[src/rtl/stopwatch_lap_ctrl.sv]
// rtl/stopwatch_lap_ctrl.sv - stopwatch FSM with elapsed-time counter, lap bank and display steering
module stopwatch_lap_ctrl #(
    parameter int TIME_W = 24,
    parameter int LAP_AW = 2
) (
    input  logic              clk,
    input  logic              rst,
    input  logic              tick,
    input  logic              start_stop,
    input  logic              lap,
    input  logic              view,
    output logic              running,
    output logic [TIME_W-1:0] time_cnt,
    output logic [LAP_AW:0]   lap_count,
    output logic [LAP_AW:0]   display_select,
    output logic [TIME_W-1:0] display_value,
    output logic              lap_overflow
);

    localparam int LAP_DEPTH = 1 << LAP_AW;
    localparam logic [LAP_AW:0] LAP_FULL = LAP_DEPTH[LAP_AW:0];

    typedef enum logic [1:0] {
        ST_IDLE    = 2'd0,
        ST_RUNNING = 2'd1,
        ST_PAUSED  = 2'd2
    } state_t;

    state_t              state_q, state_d;
    logic [TIME_W-1:0]   time_q, time_d;
    logic [LAP_AW:0]     lap_cnt_q, lap_cnt_d;
    logic [LAP_AW:0]     disp_sel_q, disp_sel_d;
    logic                ovf_q, ovf_d;
    logic                ss_prev_q, lap_prev_q, view_prev_q;
    logic [TIME_W-1:0]   lap_mem_q [LAP_DEPTH];
    logic [TIME_W-1:0]   lap_mem_d [LAP_DEPTH];

    logic ss_press, lap_press, view_press;
    logic [LAP_AW-1:0] rd_idx;

    assign ss_press   = start_stop & ~ss_prev_q;
    assign lap_press  = lap & ~lap_prev_q;
    assign view_press = view & ~view_prev_q;

    always_comb begin
        state_d    = state_q;
        time_d     = time_q;
        lap_cnt_d  = lap_cnt_q;
        disp_sel_d = disp_sel_q;
        ovf_d      = ovf_q;
        lap_mem_d  = lap_mem_q;

        if (view_press && state_q != ST_IDLE) begin
            if (lap_cnt_q == '0 || disp_sel_q >= lap_cnt_q) begin
                disp_sel_d = '0;
            end else begin
                disp_sel_d = disp_sel_q + (LAP_AW+1)'(1);
            end
        end

        case (state_q)
            ST_IDLE: begin
                if (ss_press) begin
                    state_d = ST_RUNNING;
                end
            end
            ST_RUNNING: begin
                if (tick && time_q != '1) begin
                    time_d = time_q + TIME_W'(1);
                end
                // start_stop outranks lap: a simultaneous lap press is dropped
                if (ss_press) begin
                    state_d = ST_PAUSED;
                end else if (lap_press) begin
                    if (lap_cnt_q != LAP_FULL) begin
                        lap_mem_d[lap_cnt_q[LAP_AW-1:0]] = time_q;
                        lap_cnt_d = lap_cnt_q + (LAP_AW+1)'(1);
                    end else begin
                        ovf_d = 1'b1;
                    end
                end
            end
            ST_PAUSED: begin
                if (ss_press) begin
                    state_d = ST_RUNNING;
                end else if (lap_press) begin
                    state_d    = ST_IDLE;
                    time_d     = '0;
                    lap_cnt_d  = '0;
                    disp_sel_d = '0;
                    ovf_d      = 1'b0;
                end
            end
            default: begin
                state_d = ST_IDLE;
            end
        endcase
    end

    always_ff @(posedge clk) begin
        if (rst) begin
            state_q     <= ST_IDLE;
            time_q      <= '0;
            lap_cnt_q   <= '0;
            disp_sel_q  <= '0;
            ovf_q       <= 1'b0;
            ss_prev_q   <= 1'b0;
            lap_prev_q  <= 1'b0;
            view_prev_q <= 1'b0;
            for (int i = 0; i < LAP_DEPTH; i++) begin
                lap_mem_q[i] <= '0;
            end
        end else begin
            state_q     <= state_d;
            time_q      <= time_d;
            lap_cnt_q   <= lap_cnt_d;
            disp_sel_q  <= disp_sel_d;
            ovf_q       <= ovf_d;
            ss_prev_q   <= start_stop;
            lap_prev_q  <= lap;
            view_prev_q <= view;
            lap_mem_q   <= lap_mem_d;
        end
    end

    // display_select is 1-based; wrap of the low bits maps LAP_DEPTH onto the last slot
    assign rd_idx = disp_sel_q[LAP_AW-1:0] - LAP_AW'(1);

    assign running        = (state_q == ST_RUNNING);
    assign time_cnt       = time_q;
    assign lap_count      = lap_cnt_q;
    assign display_select = disp_sel_q;
    assign lap_overflow   = ovf_q;
    assign display_value  = (disp_sel_q == '0) ? time_q : lap_mem_q[rd_idx];

endmodule

[config.mk]
export PLATFORM = sky130hd
export DESIGN_NAME = stopwatch_lap_ctrl
export DESIGN_NICKNAME = d
export VERILOG_FILES = /design/src/rtl/stopwatch_lap_ctrl.sv
export SDC_FILE = /design/constraint.sdc
export NUM_CORES = 1
export LEC_CHECK = 0
export CAP_MARGIN = 0
export CELL_PAD_IN_SITES_DETAIL_PLACEMENT = 1
export CELL_PAD_IN_SITES_GLOBAL_PLACEMENT = 2
export CORE_ASPECT_RATIO = 2
export CORE_MARGIN = 2
export CORE_UTILIZATION = 39
export CTS_BUF_LIST = sky130_fd_sc_hd__clkbuf_8
export CTS_CLUSTER_DIAMETER = 30
export DETAILED_ROUTE_END_ITERATION = 12
export PLACE_DENSITY = 0.95
export SLEW_MARGIN = 25
export SYNTH_ARGS = -nofsm -noshare
export SYNTH_HDL_FRONTEND = slang
export SYNTH_SLANG_ARGS = --single-unit
[constraint.sdc]
create_clock -name clk -period 5.7 [get_ports clk]
set_clock_uncertainty 0.1 [all_clocks]
set_input_delay 1.14 -clock clk [delete_from_list [all_inputs] [get_ports clk]]
set_output_delay 1.14 -clock clk [all_outputs]
set_load 0.01 [all_outputs]
### After elaboration in Yosys (flattened, before gate mapping)

Index checks and enable logic that the tools add are counted.

| cells by class | value |
|---|---|
| magnitude comparators | 4 |
| $add $sub $neg | 4 |
| reductions and logical operators | 14 |
| bitwise operators | 9 |
| equality and inequality tests | 14 |
| mux-type cells | 33 |

Operators with widths:

| operator | number |
|---|---|
| $mux W24 | 7 |
| $bwmux W96 | 1 |
| $bmux W24 S2 | 1 |
| $demux W24 S2 | 1 |
| $pmux W24 S2 | 1 |
| $mux W3 | 10 |
| $add A24 B1 Y24 const B | 1 |
| $ne A24 B24 Y1 const B | 1 |
| $reduce_and A6 Y1 | 2 |
| $ne A2 B2 Y1 const B | 5 |
| $mux W2 | 4 |
| $ne A2 B1 Y1 const B | 4 |
| $reduce_and A4 Y1 | 2 |
| $add A3 B1 Y3 const B | 2 |
| $ge A3 B3 Y1 const B | 2 |
| $logic_not A3 Y1 | 2 |
| $ne A3 B3 Y1 const B | 2 |
| $not A2 Y3 | 2 |
| $pmux W2 S3 | 1 |
| $pmux W3 S2 | 1 |
| $mux W1 | 5 |
| $not A1 Y1 | 4 |
| $reduce_bool A2 Y1 | 2 |
| $and A1 B1 Y1 | 3 |
| 10 further kinds | 12 |

| word-level totals | value |
|---|---|
| bits in registers | 132 |
| bits of input ports | 6 |

### Logic depth before layout (Yosys ltp)

| depth | value |
|---|---|
| depth after elaboration | 7 |
| depth in mapped cells | 9 |
| depth with buffers taken out | 7 |

### Worst setup path after synthesis

No wires, ideal clock.

| timing path | value |
|---|---|
| path type | register -> output |
| start | reg disp_sel_q[0] (netlist: display_select[0]) |
| end | out display_value[13] |
| data arrival time | 2.854 ns |
| setup slack | 1.606 ns |
| stages on the path, launching flop included | 10 |
| data required time | 4.460 ns |
| cells stage by stage | dfxtp_1 clkbuf_1 buf_1 inv_1 ha_1 buf_2 buf_1 mux4_2 nand2_1 o21ai_0 |

| between the ends | value |
|---|---|
| word-level cells in the longest chain between the ends | 6 |

Ends and longest elaborated chain:

| what | line | text |
|---|---|---|
| start, declared | 32 | `logic [LAP_AW:0] disp_sel_q, disp_sel_d;` |
| start signal, assigned | 117 | `disp_sel_q <= disp_sel_d;` |
| $sub A2 B1 Y2 | 127 | `assign rd_idx = disp_sel_q[LAP_AW-1:0] - LAP_AW'(1);` |
| $not A2 Y3 (not written as such) | 134 | `assign display_value = (disp_sel_q == '0) ? time_q : lap_mem_q[rd_idx];` |
| $bmux W24 S2 | 134 |  |
| $mux W24 (not written as such) (2 in series) | 134 |  |
| $mux W24 * | 134 |  |
| end, declared | 16 | `output logic [TIME_W-1:0] display_value,` |

Mark *: on every way between the ends. The rest lies on a longest branch, timed or not. The select of a mux whose other input is x is not followed.

### Worst setup path after layout

| timing path | value |
|---|---|
| start | reg disp_sel_q[1] (netlist: display_select[1]) |
| end | out display_value[11] |

Same word-level chain as after synthesis.

==> metrics.txt <==
Placed Area=6960 um2; Crit Reg-Reg Endpoint=time_cnt[20]$_SDFFE_PP0P_; synth warn=0; Worst-path clk slew=0.08 ns; Tot GR Track Use=23.5%; Relative slew margins=40.8%; Skew-Pair Late Insertion Delay=roughly 0.46 ns; drt wl/cell=19.9 um; outcome=finished, final reports clean; max-slew violations=0; DRC marker count from the first detailed-route iteration=312; WS Path Type=reg2out; Max Freq=approximately 230 MHz; pre-CTS setup slack=1.88 ns; Yosys reg bits=around 130; Unique masters post-synth=50; Crit path required time=4.46 ns; crit path max fanout=24; total number of vias=5640; power per cell area=256 nW/um2; Hold Crit Depth=2; hold buffer count at cts=0; Non-Filler Instances=986; unrepaired setup endpoints after global routing=false; commonest cells in the netlist=nand2_1 (220), dfxtp_1 (132), a21oi_1 (107); Hold Path Origin=lap_mem_q[12]$_SDFFE_PP0P_; Die H=185 um; setup bufs post-CTS=0; worst hold path type=reg2reg; antenna cells=0; Yosys top cell area share=41.4%; Setup TNS Final=0 ns; most common cell in the netlist=nand2_1; CP startpoint kind=register; Util after Layout=45.7%; Power, Total=1.89 mW; dpl hpwl=12.7 mm; Avg Cell Area, Syn=between 8 and 9 um2; Placer Congestion=0.840; minimum clock period=about 4.3 ns; crit path DAT=approximately 3.0 ns; R2R setup slack=2.63 ns; first-pass GRT wire length=approximately 31 mm; DR pass1 iterations=4; Worst Max-Slew Pin Slew=~0.9 ns; Resize count post-CTS=0; share of cells above drive strength 1=about an eighth; row count=66; Die ar.=approximately 17000 um2; register area share after synthesis=41.4%; final setup violation count=0; Worst IR Drop VDD=151 uV; CTS Sinks=132; Post-Synthesis Cells=approximately 760; CTS Buf Count=17; Post-synth EDFFs=0; post-synth top area cell=dfxtp_1; asr flop ratio synth=0%; root buf cell=clkbuf_8; Lkg Pwr=2.40 nW; TritonCTS clock tree=yes; Post-layout nets=785; die width=94.5 um; FF-to-FF path depth=6; total wire length=19.6 mm; Max clock buf depth=2; initial core utilization=between 30% and 40%; Overflow after GRT=0; cell area after synthesis=6390 um2; placed insts=between 900 and 1000; port bufs=61; fin crit share=74.8%; IO Count=62; synthesis-to-layout area growth=15.7%; Hold Path End=lap_mem_q[12]$_SDFFE_PP0P_; Net Count, Synth=771; detailed-route DRC error count=0; initial antenna violation count=0; Post-DRT Antenna Nets=0; Via-to-Cell Ratio=5.72; H-tree lvl count=4; Max-Cap Viols=0; cell area after layout=between 7000 and 8000 um2; Synth area leaders=dfxtp_1 (41%), nand2_1 (13%), mux4_2 (8.5%), a21oi_1 (8.4%), mux2_2 (3.7%); Main synth FF type=dfxtp_1; hold violation count in the final report=0; hold_ws=0.353 ns; largest net degree at the start of global routing=86; vias in the first global route=slightly above 6000; fin worst setup slack=1.43 ns; Worst setup EP type=output port; area of the core=16200 um2; reg-to-reg startpoint=time_cnt[1]$_SDFFE_PP0P_
## where the power goes
part / total (mW) / switching, mW / internal (mW)
logic: 0.107 / 0.0721 / 0.0348
clock network: 0.857 / 0.385 / 0.472
registers: 0.930 / 0.00487 / 0.925
total: 1.89 / 0.462 / 1.43
## critical path, cell delays in order, from the launching register on
cell and delay (ns):
dfxtp_1 0.41, inv_1 0.07, ha_1 0.30, buf_4 0.45
mux4_2 0.57, mux2_2 0.28, clkdlybuf4s50_1 0.48
## final cells by class
cell class,count,area (um2)
tap,204,255
fill,1965,8800
multi-input combinational,535,3340
clock buffer,17,234
timing repair buffer,70,676
sequential,132,2640
clock inverter,15,191
inverter,13,48.8
## cells by family (layout without fill, tap and decap cells)
kind of cell | count (synthesis) | count (layout) | share of synthesized area (%)
mux | 46 | 46 | 12.3
compound gates | 172 | 172 | 16.0
fa+ha+maj | 10 | 10 | 1.96
xor+xnor | 4 | 4 | 0.549
simple gates | 303 | 303 | 21.4
flops | 132 | 132 | 41.4
buf+inv | 88 | 115 | 6.45
## flip-flops by register name, indices dropped and copies added (netlist names)
| signal | cells |
|---|---|
| lap_mem_q | 96 |
| time_cnt | 24 |
| display_select | 3 |
| lap_count | 3 |
| state_q | 2 |
| lap_overflow | 1 |
| lap_prev_q | 1 |
| ss_prev_q | 1 |
| view_prev_q | 1 |
## how the worst max path moves through the flow
stage | start | endpoint | slack (ns) | cells after the start
floorplan | display_select[0]$_SDFF_PP0_ | display_value[13] | 1.61 | 9
global placement | display_select[1]$_SDFF_PP0_ | display_value[20] | 1.97 | 6
detailed placement | display_select[1]$_SDFF_PP0_ | display_value[11] | 1.88 | 6
CTS | display_select[1]$_SDFF_PP0_ | display_value[11] | 1.37 | 6
global route | display_select[1]$_SDFF_PP0_ | display_value[12] | 1.26 | 6
finish | display_select[1]$_SDFF_PP0_ | display_value[11] | 1.43 | 6
## cells in the final DEF (no fill, tap or decap), drive strengths merged, types with 9 or more instances in the layout
| cell type | instances |
|---|---|
| buf | 10 |
| nand3 | 12 |
| dfxtp | 132 |
| nor3 | 12 |
| nor2 | 19 |
| a311oi | 10 |
| clkbuf | 17 |
| nand2 | 220 |
| clkdlybuf4s50 | 60 |
| mux2 | 21 |
| o21ai | 17 |
| mux4 | 24 |
| ha | 10 |
| nand4 | 9 |
| a21oi | 108 |
| inv | 15 |
## layer usage
layer / vias to the layer above / GRT usage (%) / wire (um)
li1: 2634 / - / -
met4: 0 / 12.5 / 816
met2: 131 / 43.3 / 10900
met3: 51 / 3.86 / 749
met1: 2824 / 24.8 / 7090
met5: - / 0 / 0
No activity file was read; power rests on OpenSTA's default activity.
